<file path="src/rtl/pc_sequencer.sv">
`default_nettype none
// ============================================================================
// Module   : pc_sequencer
// Purpose  : Registered program counter and fetch sequencer for the
//            multi-cycle core. Requests one instruction word at a time from
//            instruction memory and holds it for the decoder until the core
//            retires it. On retire it resolves the next PC (branch > jump >
//            sequential). It raises a sticky fault on fetch timeout, on a
//            misaligned target or on an illegal branch type.
// Option   : `define PC_SEQ_PERF_EN adds o_perf_retired / o_perf_taken.
// Ports    : clk, rst (sync, active-low)
//            o_imem_req/o_imem_addr/i_imem_rdata/i_imem_valid - fetch handshake
//            o_inst/o_inst_valid/o_pc/o_pc_plus4              - to decoder
//            i_stall/i_retire                                 - advance control
//            i_branch/i_branch_type/i_zero/i_less/i_imm       - branch resolve
//            i_jump/i_jump_target                             - jump resolve
//            o_fault/o_fault_code/o_fault_pc                  - sticky fault
// Revision : 1.0 - initial release
// ============================================================================
module pc_sequencer #(
  parameter int              XLEN         = 32,
  parameter logic [XLEN-1:0] RESET_VECTOR = '0,
  parameter int              MAX_WAIT     = 16,
  parameter int              BR_SHIFT     = 1
) (
  input  logic            clk,
  input  logic            rst,
  output logic            o_imem_req,
  output logic [XLEN-1:0] o_imem_addr,
  input  logic [31:0]     i_imem_rdata,
  input  logic            i_imem_valid,
  output logic [31:0]     o_inst,
  output logic            o_inst_valid,
  output logic [XLEN-1:0] o_pc,
  output logic [XLEN-1:0] o_pc_plus4,
  input  logic            i_stall,
  input  logic            i_retire,
  input  logic            i_branch,
  input  logic [2:0]      i_branch_type,
  input  logic            i_zero,
  input  logic            i_less,
  input  logic            i_jump,
  input  logic [XLEN-1:0] i_jump_target,
  input  logic [XLEN-1:0] i_imm,
  output logic            o_fault,
  output logic [1:0]      o_fault_code,
  output logic [XLEN-1:0] o_fault_pc
`ifdef PC_SEQ_PERF_EN
  ,
  output logic [31:0]     o_perf_retired,
  output logic [31:0]     o_perf_taken
`endif
);

  localparam int CW = (MAX_WAIT < 2) ? 1 : $clog2(MAX_WAIT + 1);
  localparam logic [CW-1:0] c_WAIT_LAST = CW'(MAX_WAIT - 1);

  localparam logic [1:0] c_FC_TIMEOUT = 2'b01;
  localparam logic [1:0] c_FC_MISALGN = 2'b10;
  localparam logic [1:0] c_FC_ILLBR   = 2'b11;

  typedef enum logic [2:0] {
    S_IDLE  = 3'd0,
    S_FETCH = 3'd1,
    S_WAIT  = 3'd2,
    S_EXEC  = 3'd3,
    S_FAULT = 3'd4
  } state_t;

  state_t          r_state;
  state_t          w_state_n;
  logic [CW-1:0]   r_wait_cnt;
  logic [CW-1:0]   w_wait_cnt_n;
  logic [XLEN-1:0] r_pc;
  logic [31:0]     r_inst;
  logic            r_fault;
  logic [1:0]      r_fault_code;
  logic [XLEN-1:0] r_fault_pc;

  logic            w_imem_req;
  logic            w_inst_valid;
  logic            w_load_inst;
  logic            w_pc_load;
  logic            w_fault_set;
  logic [1:0]      w_fault_code_n;
  logic [XLEN-1:0] w_fault_pc_n;

  logic [XLEN-1:0] w_pc_plus4;
  logic [XLEN-1:0] w_br_target;
  logic            w_br_cond;
  logic            w_br_illegal;
  logic [XLEN-1:0] w_next_pc;
  logic            w_taken;
  logic            w_advance;

  // --------------------------------------------------------------------------
  // Next-PC resolution
  // --------------------------------------------------------------------------
  assign w_pc_plus4  = r_pc + XLEN'(4);
  assign w_br_target = r_pc + (i_imm << BR_SHIFT);

  always_comb begin
    w_br_cond    = 1'b0;
    w_br_illegal = 1'b0;
    case (i_branch_type)
      3'b000:          w_br_cond = i_zero;
      3'b001:          w_br_cond = ~i_zero;
      3'b100, 3'b110:  w_br_cond = i_less;
      3'b101, 3'b111:  w_br_cond = ~i_less;
      default:         w_br_illegal = 1'b1;
    endcase
  end

  always_comb begin
    w_next_pc = w_pc_plus4;
    w_taken   = 1'b0;
    if (i_branch) begin
      if (w_br_cond) begin
        w_next_pc = w_br_target;
        w_taken   = 1'b1;
      end
    end else if (i_jump) begin
      w_next_pc = i_jump_target;
      w_taken   = 1'b1;
    end
  end

  // stall wins over retire
  assign w_advance = i_retire & ~i_stall;

  // --------------------------------------------------------------------------
  // FSM: state register
  // --------------------------------------------------------------------------
  always_ff @(posedge clk) begin
    if (!rst) begin
      r_state    <= S_IDLE;
      r_wait_cnt <= '0;
    end else begin
      r_state    <= w_state_n;
      r_wait_cnt <= w_wait_cnt_n;
    end
  end

  // --------------------------------------------------------------------------
  // FSM: next state and control
  // --------------------------------------------------------------------------
  always_comb begin
    w_state_n      = r_state;
    w_wait_cnt_n   = r_wait_cnt;
    w_imem_req     = 1'b0;
    w_inst_valid   = 1'b0;
    w_load_inst    = 1'b0;
    w_pc_load      = 1'b0;
    w_fault_set    = 1'b0;
    w_fault_code_n = 2'b00;
    w_fault_pc_n   = '0;
    case (r_state)
      S_IDLE: begin
        w_wait_cnt_n = '0;
        w_state_n    = S_FETCH;
      end
      S_FETCH: begin
        w_imem_req   = 1'b1;
        w_wait_cnt_n = '0;
        w_state_n    = S_WAIT;
      end
      S_WAIT: begin
        if (i_imem_valid) begin
          w_load_inst  = 1'b1;
          w_wait_cnt_n = '0;
          w_state_n    = S_EXEC;
        end else if (r_wait_cnt == c_WAIT_LAST) begin
          // this cycle is the MAX_WAIT-th without a response
          w_fault_set    = 1'b1;
          w_fault_code_n = c_FC_TIMEOUT;
          w_fault_pc_n   = r_pc;
          w_state_n      = S_FAULT;
        end else begin
          w_wait_cnt_n = r_wait_cnt + CW'(1);
        end
      end
      S_EXEC: begin
        w_inst_valid = 1'b1;
        if (w_advance) begin
          if (i_branch && w_br_illegal) begin
            w_fault_set    = 1'b1;
            w_fault_code_n = c_FC_ILLBR;
            w_fault_pc_n   = r_pc;
            w_state_n      = S_FAULT;
          end else if (w_next_pc[1:0] != 2'b00) begin
            // pc is left pointing at the instruction that produced the target
            w_fault_set    = 1'b1;
            w_fault_code_n = c_FC_MISALGN;
            w_fault_pc_n   = w_next_pc;
            w_state_n      = S_FAULT;
          end else begin
            w_pc_load = 1'b1;
            w_state_n = S_FETCH;
          end
        end
      end
      S_FAULT: begin
        w_state_n = S_FAULT;
      end
      default: begin
        w_state_n = S_IDLE;
      end
    endcase
  end

  // --------------------------------------------------------------------------
  // Datapath registers
  // --------------------------------------------------------------------------
  always_ff @(posedge clk) begin
    if (!rst) begin
      r_pc         <= RESET_VECTOR;
      r_inst       <= '0;
      r_fault      <= 1'b0;
      r_fault_code <= 2'b00;
      r_fault_pc   <= '0;
    end else begin
      if (w_pc_load) begin
        r_pc <= w_next_pc;
      end
      if (w_load_inst) begin
        r_inst <= i_imem_rdata;
      end
      if (w_fault_set) begin
        r_fault      <= 1'b1;
        r_fault_code <= w_fault_code_n;
        r_fault_pc   <= w_fault_pc_n;
      end
    end
  end

`ifdef PC_SEQ_PERF_EN
  logic [31:0] r_perf_retired;
  logic [31:0] r_perf_taken;

  // counts only advances that actually move the PC; FAULT never loads pc
  always_ff @(posedge clk) begin
    if (!rst) begin
      r_perf_retired <= '0;
      r_perf_taken   <= '0;
    end else if (w_pc_load) begin
      r_perf_retired <= r_perf_retired + 32'd1;
      if (w_taken) begin
        r_perf_taken <= r_perf_taken + 32'd1;
      end
    end
  end

  assign o_perf_retired = r_perf_retired;
  assign o_perf_taken   = r_perf_taken;
`endif

  assign o_imem_req   = w_imem_req;
  assign o_imem_addr  = r_pc;
  assign o_inst       = r_inst;
  assign o_inst_valid = w_inst_valid;
  assign o_pc         = r_pc;
  assign o_pc_plus4   = w_pc_plus4;
  assign o_fault      = r_fault;
  assign o_fault_code = r_fault_code;
  assign o_fault_pc   = r_fault_pc;

endmodule
`default_nettype wire

</file>
<file path="config.mk">
export PLATFORM = sky130hd
export DESIGN_NAME = pc_sequencer
export DESIGN_NICKNAME = d
export VERILOG_FILES = /design/src/rtl/pc_sequencer.sv
export SDC_FILE = /design/constraint.sdc
export NUM_CORES = 1
export LEC_CHECK = 0
export ABC_AREA = 0
export BUFFER_PORTS_ARGS = -buffer_cell sky130_fd_sc_hd__buf_4
export CORE_ASPECT_RATIO = 1.75
export CORE_MARGIN = 10
export CORE_UTILIZATION = 51
export DETAILED_ROUTE_END_ITERATION = 8
export HOLD_SLACK_MARGIN = 0.15
export PLACE_DENSITY = 0.82
export SLEW_MARGIN = 20
export SYNTH_ARGS = -nofsm -noshare
export SYNTH_HDL_FRONTEND = slang
export SYNTH_SLANG_ARGS = --single-unit
</file>
<file path="constraint.sdc">
create_clock -name clk -period 3.4 [get_ports clk]
set_input_delay 0.34 -clock clk [delete_from_list [all_inputs] [get_ports clk]]
set_output_delay 0.34 -clock clk [all_outputs]
set_load 0.03 [all_outputs]
</file>
==> results.json <==
{
  "io_buffers": 271,
  "core_area_um2": 14440,
  "syn-num-nets": 1134,
  "synth-xor-area-share_pct": 5.592,
  "timing.final.crit_share_pct": 93.99,
  "cts_tree": "built",
  "final_cell_mix": "buf_4 (312), nand2_1 (133), dfxtp_1 (107)",
  "antenna_left": 0,
  "timing.final.crit_period_ns": 3.196,
  "yosysWarnings": 0,
  "drt-pass1-iter-count": 6,
  "ys.flop_type": "dfxtp_1",
  "antenna_cells": 0,
  "dpl.hpwl_mm": 25.86,
  "grt_max_degree": 49,
  "power.density_nw_per_um2": 321.5,
  "end_kind": "flip-flop",
  "worstPathArrival_ns": 3.40,
  "critPathBufInv": 0,
  "syn_area_per_cell_um2": 7.579,
  "yosysSeqAreaShare_pct": 28.49,
  "synth-adder-area-share_pct": 5.758,
  "worstPathRequired_ns": 3.60,
  "synth_area_leaders": "dfxtp_1 (28%), nand2_1 (6.7%), a21oi_1 (5.9%), ha_1 (5.5%), nor2_1 (4.7%)",
  "fillers": 1260,
  "ir_drop_uv": 231.2,
  "synth_edf_count": 0,
  "netlist.area_leader.share_pct": 28.49,
  "worstPathCellList": "ha_1, fa_1, a21o_1, a221oi_2, o211a_4, nor4_1, o211ai_1, mux2_2, nor2_1, o22ai_1",
  "htree_levels": 3,
  "fp.dieH_um": 180.6,
  "antenna_found_initial": 0,
  "route.vias.total": 8645,
  "die-area_um2": 20190,
  "synth_simple_gate_area_share_pct": 22.62,
  "rsz0062_at_grt": "false",
  "hold_buffers": 0,
  "area_growth_pct": 31.79,
  "clock_latency_ns": 0.35,
  "p_leak_uw": 0.004524,
  "finalClockSkew_ns": 0.01237,
  "num_io_pins": 273,
  "cts_setup_buffers": 0,
  "numCtsBuffers": 9,
  "hold_slack_ns": 0.2309,
  "cap_violations": 0,
  "fmax_ghz": 0.3129,
  "final_common_cell": "buf_4",
  "finalHoldViolCount": 0,
  "crit_type": "reg2reg",
  "gp_congestion": 1.039,
  "start_util_pct": 52.06,
  "drt_iter0_markers": 696,
  "slew_viol_final": 0,
  "die_w_um": 111.8,
  "syn-cell-area_um2": 7518,
  "layout-drive-gt1-share_pct": 29.52,
  "crit_fanout": 5,
  "worstMarginPinSlew_ns": 0.8697,
  "maxSlewHeadroom_pct": 41.93,
  "holdCritPathClass": "in2reg",
  "fin_tns_setup_ns": 0,
  "synth_compound_area_share_pct": 26.18,
  "ys_ff_latch": 107,
  "outcome": "finished, final reports clean",
  "crit_family": "compound AO/OA/AOI/OAI gates",
  "grt_pass1_vias": 8697,
  "cts.path.max_buffers": 2,
  "setup_viol": 0,
  "dp_worst_setup_slack_ns": 0.1742,
  "setup.worst_path.start_class": "flip-flop",
  "cts_resized": 0,
  "synth_top_family_by_area": "compound AO/OA/AOI/OAI gates",
  "grt_use_total_pct": 29.87,
  "synthArstFlopShare_pct": 0,
  "gr-total-overflow": 0,
  "wirelength_mm": 32.23,
  "setup_slack_ns": 0.2044,
  "clock_sinks": 107,
  "max_stage_delay_ns": 0.44,
  "synth_top_cell_by_area": "dfxtp_1",
  "nets": 1360,
  "clk_pin_slew_ns": 0.08,
  "synth.distinct_cells": 78,
  "wire_per_inst_um": 22.97,
  "cts-root-buf": "clkbuf_16",
  "via_per_inst": 6.162,
  "cp_slowest_cell": "fa_1",
  "row_count": 58,
  "grt_pass1_wl_mm": 48.58,
  "synthMuxAreaShare_pct": 3.528,
  "drc_errors": 0,
  "syn_inst": 992
}
[metal layers]
layer / wire (um) / vias to the layer above / GRT usage [%] / share of wire [%]
met4: 2558 / 0 / 21.89 / 7.9
li1: - / 3993 / - / -
met1: 10590 / 3970 / 28.30 / 33
met2: 16460 / 538 / 54.45 / 51
met5: 0 / - / 0 / 0
met3: 2630 / 144 / 6.567 / 8.2
[path summary, 6_finish.rpt]
path / slack, ns / end / start / cells after the start
hold / removal: 0.23 / o_inst[6] / i_imem_rdata[6] / 3
setup reg to reg: 0.20 / o_fault_pc[29] / o_imem_addr[1] / 10
hold reg to reg: 0.45 / o_fault / o_fault / 2
setup / recovery: 0.20 / o_fault_pc[29] / o_imem_addr[1] / 10
[tightest hold or removal path, cell delays in order]
cell and delay, ns:
buf_4 0.11, nand2_1 0.04, a21oi_1 0.05
[cell families after synthesis]
family          Yosys count
compound gates          293
xor+xnor                 48
fa+ha+maj                34
buf+inv                 118
flops                   107
mux                      26
simple gates            366
[cells in the mapped netlist (9+ instances only)]
library cell  number
ha_1              33
a222oi_1          12
nand3_1           34
o21a_1             9
dfxtp_1          107
clkbuf_1          47
nand2_1          134
buf_2             13
nor2_1            94
nor3_1            31
mux2i_1           22
o21ai_0           53
nand4_1           12
o22ai_1           15
a21oi_1           89
buf_4             34
a211oi_1          10
a22oi_1           20
xor2_1            19
a21o_1            22
xnor2_1           29
inv_1             19
and3_1            12
[sequential cells by signal, indices dropped and copies added (netlist names)]
name,count
o_fault,1
o_fault_code,2
o_fault_pc,32
o_imem_addr,32
o_inst,32
r_state,3
r_wait_cnt,5
[power breakdown]
part | total, uW | switching [uW] | internal [uW]
clock network | 1060 | 518 | 540
logic | 796 | 487 | 309
registers | 1330 | 40.1 | 1290
total | 3190 | 1040 | 2140
[per-stage QoR]
| stage | instance area (um^2) | instances | power [uW] | util [%] |
|---|---|---|---|---|
| floorplan | 7518 | 992 | 1819 | - |
| global placement | 9598 | 1387 | 2134 | 66.46 |
| detailed placement | 9598 | 1387 | 2143 | 66.46 |
| CTS | 9906 | 1403 | 3181 | 68.59 |
| global route | 9908 | 1403 | 3307 | 68.61 |
| finish | 9908 | 1403 | 3186 | 68.61 |
[layout make-up]
type	count	area, um^2	area share (%)
repair buffers	313	2362	23.84
multi-input cells	767	4796	48.40
clock inverters	6	68.82	0.6945
flip-flops and latches	107	2142	21.62
inverters	20	75.07	0.7577
well taps	180	225.2	2.273
clock buffers	10	239.0	2.412
(Power assumes the default switching activity.)
